**config.mk**
```make
export PLATFORM = sky130hd
export DESIGN_NAME = mem_stage_sram_ctrl
export DESIGN_NICKNAME = d
export VERILOG_FILES = /design/src/rtl/sram_ctrl_pkg.sv /design/src/rtl/sram_wait_counter.sv /design/src/rtl/mem_stage_sram_ctrl.sv
export SDC_FILE = /design/constraint.sdc
export NUM_CORES = 1
export LEC_CHECK = 0
export ABC_AREA = 0
export ABC_CLOCK_PERIOD_IN_PS = 9300
export BUFFER_PORTS_ARGS = -buffer_cell sky130_fd_sc_hd__buf_2
export CORE_MARGIN = 2
export CORE_UTILIZATION = 40
export CTS_BUF_LIST = sky130_fd_sc_hd__clkbuf_8
export DETAILED_ROUTE_END_ITERATION = 7
export GPL_TIMING_DRIVEN = 0
export PLACE_DENSITY = 0.66
export REMOVE_ABC_BUFFERS = 1
export SLEW_MARGIN = 5
export SYNTH_ARGS = -nofsm -noshare
export SYNTH_HDL_FRONTEND = slang
export SYNTH_SLANG_ARGS = --single-unit
```
**constraint.sdc**
```tcl
create_clock -name clk -period 9.3 [get_ports clk]
set_input_delay 1.395 -clock clk [delete_from_list [all_inputs] [get_ports clk]]
set_output_delay 1.395 -clock clk [all_outputs]
set_load 0.01 [all_outputs]
```
**src/rtl/sram_ctrl_pkg.sv**
```systemverilog
// Shared types and constants for the MEM-stage 16-bit SRAM controller.
package sram_ctrl_pkg;

    localparam logic [31:0] DEF_BASE_ADDR = 32'd1024;
    localparam int unsigned SRAM_AW       = 18;
    localparam int unsigned SRAM_DW       = 16;

    typedef enum logic [1:0] {
        IDLE = 2'd0,
        LO   = 2'd1,
        HI   = 2'd2,
        DONE = 2'd3
    } state_t;

endpackage

```
**src/rtl/sram_wait_counter.sv**
```systemverilog
// Loadable down-counter that times how long each half access is held on the SRAM pins.
module sram_wait_counter #(
    parameter int unsigned ACCESS_CYCLES = 2
) (
    input  logic clk,
    input  logic rst,
    input  logic load,
    output logic last
);

    localparam int unsigned CNT_W = (ACCESS_CYCLES > 1) ? $clog2(ACCESS_CYCLES) : 1;
    localparam logic [CNT_W-1:0] LOAD_VAL = CNT_W'(ACCESS_CYCLES - 1);

    logic [CNT_W-1:0] cnt_q, cnt_d;

    always_comb begin
        cnt_d = cnt_q;
        if (load) begin
            cnt_d = LOAD_VAL;
        end else if (cnt_q != '0) begin
            cnt_d = cnt_q - CNT_W'(1);
        end
    end

    always_ff @(posedge clk or posedge rst) begin
        if (rst) begin
            cnt_q <= '0;
        end else begin
            cnt_q <= cnt_d;
        end
    end

    assign last = (cnt_q == '0);

endmodule

```
**src/rtl/mem_stage_sram_ctrl.sv**
```systemverilog
// MEM-stage controller splitting 32-bit loads/stores into two 16-bit SRAM half accesses.
// Optional stall-cycle counter output enabled by defining SRAM_CTRL_STALL_CNT_EN.
module mem_stage_sram_ctrl
    import sram_ctrl_pkg::*;
#(
    parameter logic [31:0] BASE_ADDR     = DEF_BASE_ADDR,
    parameter int unsigned ACCESS_CYCLES = 2
) (
    input  logic                 clk,
    input  logic                 rst,
    input  logic                 rd_en,
    input  logic                 wr_en,
    input  logic [31:0]          address,
    input  logic [31:0]          write_data,
    output logic [31:0]          read_data,
    output logic                 ready,
    output logic [SRAM_AW-1:0]   sram_addr,
    output logic [SRAM_DW-1:0]   sram_dq_out,
    input  logic [SRAM_DW-1:0]   sram_dq_in,
    output logic                 sram_dq_oe,
    output logic                 sram_we_n
`ifdef SRAM_CTRL_STALL_CNT_EN
    ,
    output logic [31:0]          stall_cycles
`endif
);

    state_t                state_q, state_d;
    logic                  op_wr_q, op_wr_d;
    logic [SRAM_AW-2:0]    idx_q, idx_d;
    logic [31:0]           wdata_q, wdata_d;
    logic [31:0]           rdata_q, rdata_d;
    logic [SRAM_AW-1:0]    addr_q, addr_d;
    logic [SRAM_DW-1:0]    dq_q, dq_d;
    logic                  oe_q, oe_d;
    logic                  we_n_q, we_n_d;

    logic                  req;
    logic                  cnt_load;
    logic                  cnt_last;
    logic [31:0]           offset;
    logic [SRAM_AW-2:0]    req_idx;
    logic                  unused_offset_bits;

    assign req     = rd_en | wr_en;
    // Subtraction wraps mod 2^32; addresses below BASE_ADDR simply alias.
    assign offset  = address - BASE_ADDR;
    assign req_idx = offset[SRAM_AW:2];
    assign unused_offset_bits = ^{offset[31:SRAM_AW+1], offset[1:0]};

    sram_wait_counter #(
        .ACCESS_CYCLES(ACCESS_CYCLES)
    ) u_wait (
        .clk  (clk),
        .rst  (rst),
        .load (cnt_load),
        .last (cnt_last)
    );

    always_comb begin
        state_d  = state_q;
        op_wr_d  = op_wr_q;
        idx_d    = idx_q;
        wdata_d  = wdata_q;
        rdata_d  = rdata_q;
        addr_d   = addr_q;
        dq_d     = dq_q;
        oe_d     = oe_q;
        we_n_d   = we_n_q;
        cnt_load = 1'b0;
        ready    = 1'b0;

        case (state_q)
            IDLE: begin
                ready = !req;
                if (req) begin
                    op_wr_d  = wr_en;
                    idx_d    = req_idx;
                    wdata_d  = write_data;
                    addr_d   = {req_idx, 1'b0};
                    if (wr_en) begin
                        dq_d   = write_data[15:0];
                        oe_d   = 1'b1;
                        we_n_d = 1'b0;
                    end
                    cnt_load = 1'b1;
                    state_d  = LO;
                end
            end
            LO: begin
                if (cnt_last) begin
                    if (!op_wr_q) begin
                        rdata_d[15:0] = sram_dq_in;
                    end
                    addr_d   = {idx_q, 1'b1};
                    dq_d     = wdata_q[31:16];
                    cnt_load = 1'b1;
                    state_d  = HI;
                end
            end
            HI: begin
                if (cnt_last) begin
                    if (!op_wr_q) begin
                        rdata_d[31:16] = sram_dq_in;
                    end
                    oe_d    = 1'b0;
                    we_n_d  = 1'b1;
                    state_d = DONE;
                end
            end
            DONE: begin
                ready   = 1'b1;
                state_d = IDLE;
            end
            default: begin
                state_d = IDLE;
            end
        endcase
    end

    always_ff @(posedge clk or posedge rst) begin
        if (rst) begin
            state_q <= IDLE;
            op_wr_q <= 1'b0;
            idx_q   <= '0;
            wdata_q <= '0;
            rdata_q <= '0;
            addr_q  <= '0;
            dq_q    <= '0;
            oe_q    <= 1'b0;
            we_n_q  <= 1'b1;
        end else begin
            state_q <= state_d;
            op_wr_q <= op_wr_d;
            idx_q   <= idx_d;
            wdata_q <= wdata_d;
            rdata_q <= rdata_d;
            addr_q  <= addr_d;
            dq_q    <= dq_d;
            oe_q    <= oe_d;
            we_n_q  <= we_n_d;
        end
    end

    assign read_data   = rdata_q;
    assign sram_addr   = addr_q;
    assign sram_dq_out = dq_q;
    assign sram_dq_oe  = oe_q;
    assign sram_we_n   = we_n_q;

`ifdef SRAM_CTRL_STALL_CNT_EN
    logic [31:0] stall_q, stall_d;

    always_comb begin
        stall_d = stall_q;
        if (!ready) begin
            stall_d = stall_q + 32'd1;
        end
    end

    always_ff @(posedge clk or posedge rst) begin
        if (rst) begin
            stall_q <= '0;
        end else begin
            stall_q <= stall_d;
        end
    end

    assign stall_cycles = stall_q;
`endif

endmodule

```
==> results.cfg <==
[clock_tree]
clk_pin_slew_ns = 0.10
clk_path_buf_depth = 2
htreeDepth = 3
postCtsSetupBuffers = 0
root_buffer = clkbuf_8
cts_tree = built
hold_buffers = 0
numCtsBuffers = 9
post_cts_resized = 0
numClockSinks = 105
clock_latency_ns = 0.36

[timing]
finalSetupViolCount = 0
skew_ns = 0.00687
maxSlewViolCount = 0
tightestPinTransition_ns = 1.31
post-route-period-util = 0.410
slew_headroom = 0.120
finalHoldViolations = 0
rsz0062_at_grt = no
setup_tns_ns = 0
fmax_ghz = 0.262
fin_crit_ns = 3.81
fin_ws_ns = 5.49

[grt]
grt_antenna_before_repair = 0
grt_pass1_vias = 3138
grt_overflow_total = 0
grt_max_degree = 68
grt_pass1_wl_um = 14700
track_usage = 0.157

[drt]
ant_nets = 0
dr.pass1.iters = 4
drc = 0
wire_per_inst_um = 14.2
drt_iter0_markers = 114
avgViaCountPerCell = 4.83
wirelength_um = 9150
vias = 3118

[synthesis]
synth_top_area_frac = 0.579
postSynthCellCount = 368
ys_ff_latch = 105
ys_seq_area_frac = 0.584
synth_edf_count = 0
async_reset_ff_frac = 1.00
syn_avg_cell_area_um2 = 12.2
synth_area_um2 = 4500
yosys-top-cells-count = dfrtp_1 (104), mux2_2 (57), nand2_1 (47), o21ai_0 (41), mux2i_1 (24)
synthFlopType = dfrtp_1
yosys_warnings = 0
yosys-top-cells-area = dfrtp_1 (58%), mux2_2 (14%), mux2i_1 (5.3%)
synthDistinctLibCells = 36
yosysMostFrequentCell = dfrtp_1
synth_top_area_cell = dfrtp_1

[worst_setup_path]
cp_slowest_cell = or3b_1
critPathKind = primary input to primary output
reg2reg_slack_ns = 6.69
crit_path_max_incr_delay_ns = 0.52
arrival_ns = 2.41
cp_cell_sequence = buf_2 > or3b_1 > a21oi_1 > buf_2
r2r_end = read_data[8]$_DFFE_PP0P_
reg2regPathDepth = 5
crit_path_end_kind = primary output
crit_fanout = 7
cpMostUsedCell = buf_2
startpoint_type = primary input
critical_path_required_ns = 7.91
r2r-start = state_q[1]$_DFFE_PP0P_

[die]
initial_utilization = 0.413
die_h_um = 110
die_w_um = 110
fp.coreArea_um2 = 10900
num_io_pins = 153
die-area_um2 = 12100
rows = 38

[job]
maxCapViolCount = 0

[place]
place_congestion = 0.699
dp.final_hpwl_um = 6610
dp_slack_ns = 5.48
io_buffer_count = 137
dpl-instance-area_um2 = 5330

[outcome]
status = complete, no violations

[cells_and_area]
area_delta_synth_final_pct = 22.9
ff_latch_area_um2 = 2630
drive_gt1_frac = 0.440
finish.utilization = 0.508
multiInputGateArea_um2 = 1750
n_fill_cell = 986
design_area_um2 = 5530
finalNetCount = 589
antenna_cells = 0

[power]
p_per_area_nw_per_um2 = 352
p_leak_nw = 2.60
irDropWorstVdd_mv = 0.127

[min_path]
min_to = sram_addr[8]$_DFFE_PP0P_
min_from = sram_addr[8]$_DFFE_PP0P_
whs_path_depth = 2
hp-class = register to register
==> flip-flops by register name (all words and copies together) (netlist names) <==
signal,flops
op_wr_q,1
state_q,2
u_wait.cnt_q,1
idx_q,17
read_data,32
wdata_q,16
sram_addr,18
sram_dq_oe,1
sram_dq_out,16
sram_we_n,1
==> cell families (layout without fill, tap and decap cells) <==
kind of cell | count (synthesis) | count (layout) | synth area share
muxes | 81 | 81 | 0.196
DFF | 105 | 105 | 0.584
xor gates and xnor gates | 7 | 7 | 0.0136
and+or+nand+nor | 82 | 82 | 0.0815
AOI/OAI and AO/OA | 63 | 63 | 0.0809
buffers and inverters | 25 | 162 | 0.0295
adders and majority gates | 5 | 5 | 0.0139
==> cell usage in the layout, fill, tap and decap left out, types with 2 or more instances in the layout <==
cell / instances
a21oi_1: 9
a31oi_1: 4
a32oi_1: 2
buf_12: 2
buf_2: 137
clkbuf_8: 9
clkinv_4: 2
dfrtp_1: 104
ha_1: 4
inv_1: 5
inv_6: 2
mux2_2: 57
mux2i_1: 24
nand2_1: 47
nand2b_1: 2
nand3_1: 2
nor2_1: 17
nor2b_1: 4
nor3_1: 2
nor3b_1: 2
o211ai_1: 2
o21ai_0: 41
xnor2_1: 4
xor2_1: 3
==> report_power, final <==
part	leakage (nW)	switching, mW	internal [mW]	total (mW)
combinational	1.25	0.450	0.404	0.854
sequential	1.25	0.115	0.693	0.808
clock	0.100	0.156	0.127	0.283
total	2.60	0.721	1.22	1.94
==> worst max-delay path by stage <==
stage               slack (ns)  cells past startpoint  startpoint                    to
floorplan                 5.15                      1         rst  idx_q[0]$_DFFE_PP0P_
global placement          3.96                      2         rst  idx_q[7]$_DFFE_PP0P_
detailed placement        5.48                      4       wr_en                 ready
CTS                       5.48                      4       wr_en                 ready
global route              5.40                      4       wr_en                 ready
finish                    5.49                      4       wr_en                 ready
==> worst max-delay path, delay by kind of cell <==
| kind | cells | cell delay [ns] |
|---|---|---|
| buffers and inverters | 2 | 0.30 |
| AOI/OAI and AO/OA | 1 | 0.20 |
| and+or+nand+nor | 1 | 0.52 |
==> area by class of cell <==
cell class	count	share of cell area
multi-input combinational	238	0.316
sequential	105	0.475
inverter	6	0.00452
clock buffer	9	0.0224
tap	140	0.0317
timing repair buffer	140	0.136
clock inverter	7	0.0140
==> stage by stage <==
stage | hold slack [ns] | cells | power, mW
6_report | 0.479 | 645 | 1.94
5_1_grt | 0.516 | 645 | 2.11
4_1_cts | 0.488 | 645 | 1.98
3_5_place_dp | 0.465 | 629 | 1.69
3_3_place_gp | 0.456 | 626 | 1.64
2_1_floorplan | 0.450 | 349 | 1.37
==> per-layer routing <==
layer | track usage | up-vias | wire (um)
met4 | 0.0434 | 0 | 74
li1 | - | 1536 | -
met5 | 0 | - | 0
met3 | 0.0435 | 6 | 663
met2 | 0.265 | 88 | 4330
met1 | 0.198 | 1488 | 4080
No activity file was read; power rests on OpenSTA's default activity.
